## src/rtl/twiddle_menu_ctrl.sv

```systemverilog
// twiddle_menu_ctrl: encoder/button menu that browses and edits a bank of config registers.
module twiddle_menu_ctrl #(
  parameter int NREG           = 4,
  parameter int WIDTH          = 8,
  parameter int MAXVAL         = 255,
  parameter int LONG_CYCLES    = 8000000,
  parameter int TIMEOUT_CYCLES = 80000000
) (
  input  logic                  clk,
  input  logic                  rst,
  input  logic                  step_up,
  input  logic                  step_down,
  input  logic                  btn_n,
  output logic [1:0]            sel,
  output logic                  editing,
  output logic [NREG*WIDTH-1:0] regs,
  output logic                  cfg_we,
  output logic [1:0]            cfg_addr,
  output logic [WIDTH-1:0]      cfg_data,
  output logic [3:0]            leds
);
  localparam int CW = $clog2(LONG_CYCLES + 1);
  localparam int TW = $clog2(TIMEOUT_CYCLES + 1);
  localparam logic [WIDTH-1:0] MAXV    = WIDTH'(MAXVAL);
  localparam logic [1:0]       LAST    = 2'(NREG - 1);
  localparam logic [CW-1:0]    LONG_V  = CW'(LONG_CYCLES);
  localparam logic [CW-1:0]    LONG_M1 = CW'(LONG_CYCLES - 1);
  localparam logic [TW-1:0]    TMO_M1  = TW'(TIMEOUT_CYCLES - 1);
  typedef enum logic {BROWSE, EDIT} state_t;
  state_t                state_q, state_d;
  logic [1:0]            sel_q, sel_d, addr_q;
  logic [NREG*WIDTH-1:0] regs_q, regs_d;
  logic [WIDTH-1:0]      shadow_q, shadow_d, data_q;
  logic [CW-1:0]         cnt_q, cnt_d;
  logic [TW-1:0]         tmo_q, tmo_d;
  logic [3:0]            leds_q, leds_d;
  logic                  btn_prev_q, long_fired_q, long_fired_d, we_q, we_d;
  logic                  press, up, dn, long_ev, short_ev, tmo_ev, idle_clr;
  always_comb begin
    press        = ~btn_n;
    up           = step_up & ~step_down & ~press;
    dn           = step_down & ~step_up & ~press;
    long_ev      = press & ~long_fired_q & (cnt_q == LONG_M1);
    short_ev     = btn_n & ~btn_prev_q & ~long_fired_q;
    cnt_d        = press ? (cnt_q == LONG_V ? cnt_q : cnt_q + 1'b1) : '0;
    long_fired_d = press & (long_fired_q | long_ev);
    idle_clr     = up | dn | press;
    tmo_ev       = (state_q == EDIT) & ~idle_clr & (tmo_q == TMO_M1);
    tmo_d        = (state_q == EDIT && !idle_clr) ? tmo_q + 1'b1 : '0;
    state_d      = state_q;
    sel_d        = sel_q;
    regs_d       = regs_q;
    shadow_d     = shadow_q;
    we_d         = 1'b0;
    if (state_q == BROWSE) begin
      if (short_ev) begin
        state_d  = EDIT;
        shadow_d = regs_q[int'(sel_q)*WIDTH +: WIDTH];
      end else if (long_ev) regs_d = '0;
      else if (up) sel_d = sel_q == LAST ? 2'd0 : sel_q + 2'd1;
      else if (dn) sel_d = sel_q == 2'd0 ? LAST : sel_q - 2'd1;
    end else if (short_ev) begin
      state_d                             = BROWSE;
      regs_d[int'(sel_q)*WIDTH +: WIDTH]  = shadow_q;
      we_d                                = 1'b1;
    end else if (long_ev || tmo_ev) state_d = BROWSE;
    else if (up) shadow_d = shadow_q == MAXV ? shadow_q : shadow_q + 1'b1;
    else if (dn) shadow_d = shadow_q == '0 ? shadow_q : shadow_q - 1'b1;
    leds_d = state_d == EDIT ? shadow_d[3:0] : 4'b0001 << sel_d;
  end
  always_ff @(posedge clk or posedge rst) begin
    if (rst) begin
      state_q      <= BROWSE;
      sel_q        <= '0;
      regs_q       <= '0;
      shadow_q     <= '0;
      cnt_q        <= '0;
      tmo_q        <= '0;
      btn_prev_q   <= 1'b1;
      long_fired_q <= 1'b0;
      we_q         <= 1'b0;
      addr_q       <= '0;
      data_q       <= '0;
      leds_q       <= 4'b0001;
    end else begin
      state_q      <= state_d;
      sel_q        <= sel_d;
      regs_q       <= regs_d;
      shadow_q     <= shadow_d;
      cnt_q        <= cnt_d;
      tmo_q        <= tmo_d;
      btn_prev_q   <= btn_n;
      long_fired_q <= long_fired_d;
      we_q         <= we_d;
      addr_q       <= we_d ? sel_q : addr_q;
      data_q       <= we_d ? shadow_q : data_q;
      leds_q       <= leds_d;
    end
  end
  assign sel      = sel_q;
  assign editing  = state_q == EDIT;
  assign regs     = regs_q;
  assign cfg_we   = we_q;
  assign cfg_addr = addr_q;
  assign cfg_data = data_q;
  assign leds     = leds_q;
endmodule

```

## config.mk

```make
export PLATFORM = sky130hd
export DESIGN_NAME = twiddle_menu_ctrl
export DESIGN_NICKNAME = d
export VERILOG_FILES = /design/src/rtl/twiddle_menu_ctrl.sv
export SDC_FILE = /design/constraint.sdc
export NUM_CORES = 1
export LEC_CHECK = 0
export ABC_AREA = 1
export BUFFER_PORTS_ARGS = -buffer_cell sky130_fd_sc_hd__buf_2
export CAP_MARGIN = 20
export CORE_ASPECT_RATIO = 0.8
export CORE_MARGIN = 2
export CORE_UTILIZATION = 30
export CTS_CLUSTER_DIAMETER = 120
export DETAILED_ROUTE_END_ITERATION = 16
export GPL_TIMING_DRIVEN = 0
export PLACE_DENSITY_LB_ADDON = 0.05
export SLEW_MARGIN = 20
export SYNTH_ARGS = -nofsm -noshare
export SYNTH_HDL_FRONTEND = slang
export SYNTH_SLANG_ARGS = --single-unit
```

## constraint.sdc

```tcl
create_clock -name clk -period 5.2 [get_ports clk]
set_clock_uncertainty 0.15 [all_clocks]
set_input_delay 0.52 -clock clk [delete_from_list [all_inputs] [get_ports clk]]
set_output_delay 0.52 -clock clk [all_outputs]
set_load 0.005 [all_outputs]
```

==> impl_metrics.json <==
{
  "slowest_delay_ns": 0.57,
  "path_common_cell": "clkinv_1",
  "yosysSeqAreaShare_pct": 45.2,
  "hpwl_um": 13200,
  "clkLatencyLatePin_ns": 0.36,
  "fin_nets": 857,
  "combPwrFrac_pct": 34.2,
  "hold_buffers": 0,
  "instances_no_fill": 1110,
  "grt_pass1_vias": 5103,
  "wl_per_cell_um": 15.8,
  "pin_count": 55,
  "dr.first_iter.drc_count": 418,
  "gr-usage-all-layers_pct": 16.9,
  "synth.distinct_cells": 45,
  "die_w_um": 163,
  "crit_fanout": 11,
  "drive_gt1_share_pct": 15.0,
  "gr-total-overflow": 0,
  "core_area_mm2": 0.0199,
  "p_clk_share_pct": 26.5,
  "routed_wl_um": 17600,
  "yosysTopAreaCell": "dfrtp_1",
  "ys.warnings.count": 0,
  "die_y_um": 131,
  "cp-endpoint": "regs[6]",
  "clockBufferDepth": 2,
  "num_vias": 5377,
  "power.density_mw_per_mm2": 390,
  "place.gp.congestion": 0.866,
  "synth_top_area_share_pct": 44.3,
  "cap_violations": 0,
  "antenna_cells": 0,
  "r2r-end": "regs[6]",
  "cts_sinks": 110,
  "rows": 46,
  "setup_violations": 0,
  "numCtsBuffers": 9,
  "drv_slew": 0,
  "critPathCaptureType": "flop",
  "cts-root-buf": "clkbuf_16",
  "seqPwrFrac_pct": 39.3,
  "crit_slowest_cell": "nor3_2",
  "internal_power_mw": 1.65,
  "fill_cells": 2129,
  "synthTopCellsByArea": "dfrtp_1 (44%), nand2_1 (7.8%), inv_1 (6.0%), o21ai_0 (5.5%), a21oi_1 (5.1%)",
  "regToRegStartpoint": "sel[0]",
  "cp.required_ns": 5.32,
  "start_util_pct": 30.7,
  "cts_htree_levels": 3,
  "hold_viol": 0,
  "first_pass_iters": 5,
  "die_area_mm2": 0.0215,
  "rsz0062_at_grt": "no",
  "post-route-min-period_ns": 3.33,
  "antenna_found_initial": 0,
  "ys_seq_elements": 110,
  "crit_type": "flop to flop",
  "grt_pass1_wl_um": 28500,
  "crit_start": "sel[0]",
  "worst_pin_slew_ns": 0.692,
  "switchingPower_mw": 1.09,
  "syn_area_mm2": 0.00610,
  "critPathLaunchType": "flop",
  "fin_hold_ws_ns": 0.0473,
  "synthesis.nets": 791,
  "path_buf_inv": 4,
  "swShare_pct": 39.8,
  "ant_nets": 0,
  "clkSlewWorstSetupHoldPaths_ns": 0.07,
  "place_inst": 1094,
  "peakVddDrop_mv": 0.203,
  "cts_tree": "built",
  "drc_errors": 0,
  "tns_ns": 0,
  "cp.depth": 8,
  "worst-r2r-setup-slack_ns": 1.87,
  "fin_crit_sh_pct": 64.1,
  "synth_cells": 775,
  "cp_cell_sequence": "clkinv_1 -> clkbuf_1 -> ha_1 -> clkbuf_2 -> clkinv_1 -> nor3_2 -> nand2_1 -> o22ai_1",
  "postSynthAreaPerCell_um2": 7.87,
  "cts.repair.resized": 0,
  "status": "finished clean",
  "hp-class": "primary input to asynchronous set/reset pin",
  "detail_route.vias_per_cell": 4.84,
  "slew_headroom_pct": 53.7,
  "grt_max_degree": 62,
  "cts_setup_buffers": 0,
  "syn_to_final_growth_pct": 15.4,
  "r2r_cells": 8,
  "max_freq_mhz": 300,
  "power_leakage_nw": 3.20,
  "cpLargestDelayFamily": "buffers and inverters",
  "crit_arrival_ns": 3.45,
  "port_buffers": 54
}
==> registers in the layout, indices dropped and copies added (netlist names) <==
register      flops
editing           1
tmo_q            27
cfg_we            1
shadow_q          8
cfg_data          8
cfg_addr          2
long_fired_q      1
leds              4
cnt_q            23
sel               2
regs             32
btn_prev_q        1
==> cell usage in the layout, fill, tap and decap left out, drive strengths merged, types with 10 or more instances in the layout <==
| master | Yosys | layout |
|---|---|---|
| nor2 | 91 | 91 |
| nor3 | 33 | 33 |
| nand3 | 59 | 59 |
| nand4 | 10 | 10 |
| clkbuf | 13 | 24 |
| inv | 107 | 109 |
| o21ai | 80 | 80 |
| xor2 | 15 | 15 |
| dfrtp | 108 | 108 |
| buf | 8 | 63 |
| nand2 | 135 | 135 |
| a21oi | 66 | 66 |
| ha | 11 | 11 |
==> through the flow <==
stage | util, % | worst slack [ns] | instance area, µm² | power [mW]
global route | 35.4 | 1.70 | 7040 | 2.94
floorplan | - | 1.63 | 6100 | 1.67
CTS | 35.4 | 2.01 | 7040 | 2.78
global placement | 33.7 | 0.00869 | 6700 | 2.02
detailed placement | 33.9 | 2.03 | 6730 | 2.02
finish | 35.4 | 1.87 | 7040 | 2.75
==> cell type report <==
cell class              count  area [µm²]  area share, %
plain buffers              21         108           1.53
clock inverters             5        63.8          0.907
inverters                 110         418           5.94
multi-input cells         534        2820           40.1
flip-flops and latches    110        2760           39.2
repair buffers             55         298           4.23
well taps                 264         330           4.70
clock buffers              11         243           3.45
==> worst reg2reg max path, stage by stage (launching register included) <==
cell and delay [ns]:
dfrtp_1 0.47, clkinv_1 0.25, clkbuf_1 0.48, ha_1 0.24, clkbuf_2 0.24, clkinv_1 0.37
nor3_2 0.57, nand2_1 0.26, o22ai_1 0.22
==> cell usage after synthesis, drive strengths merged <==
master and instances:
nand4 10, ha 11, clkinv 3, a31oi 4
or2 1, o21a 2, xnor2 3, o21ai 80
nor4 7, clkbuf 13, a32oi 4, a22oi 3
nand3 59, nand2 135, buf 8, o211ai 2
o31ai 2, nand3b 1, nor2 91, nor3 33
a21oi 66, dfrtp 108, xor2 15, dfstp 2
a41oi 1, o22ai 4, inv 107
==> cells by family after synthesis <==
| kind of cell | count (synthesis) | synth area share (%) |
|---|---|---|
| XOR/XNOR | 18 | 2.59 |
| flip-flops | 110 | 45.2 |
| AND/OR/NAND/NOR | 337 | 26.0 |
| buffers and inverters | 131 | 8.54 |
| AO/OA/AOI/OAI | 168 | 15.4 |
| adder cells (fa/ha/maj) | 11 | 2.26 |
==> worst min path at each step <==
stage / start / endpoint / slack (ns) / depth (start not counted)
3_5_place_dp: tmo_q[0] / tmo_q[0] / 0.31 / 1
6_report: rst / cnt_q[6] / 0.05 / 2
2_1_floorplan: tmo_q[0] / tmo_q[0] / 0.28 / 1
4_1_cts: rst / cnt_q[5] / 0.07 / 2
5_1_grt: rst / cnt_q[5] / 0.08 / 2
3_3_place_gp: tmo_q[0] / tmo_q[0] / 0.30 / 1
==> layer usage <==
| layer | vias to the layer above | part of all wire (%) | global-route usage (%) |
|---|---|---|---|
| met3 | 12 | 5.0 | 2.94 |
| met4 | 0 | 1.1 | 3.79 |
| met5 | - | 0 | 0 |
| met2 | 120 | 39 | 22.4 |
| li1 | 2686 | - | - |
| met1 | 2559 | 55 | 27.6 |
==> power groups by stage <==
stage | registers (mW) | logic, mW | clock network (mW)
2_1_floorplan | 1.07 | 0.597 | 0
6_report | 1.08 | 0.939 | 0.729
3_3_place_gp | 1.09 | 0.927 | 0
4_1_cts | 1.08 | 0.936 | 0.763
3_5_place_dp | 1.09 | 0.931 | 0
5_1_grt | 1.09 | 1.05 | 0.797
Power figures use the tool's default switching activity.
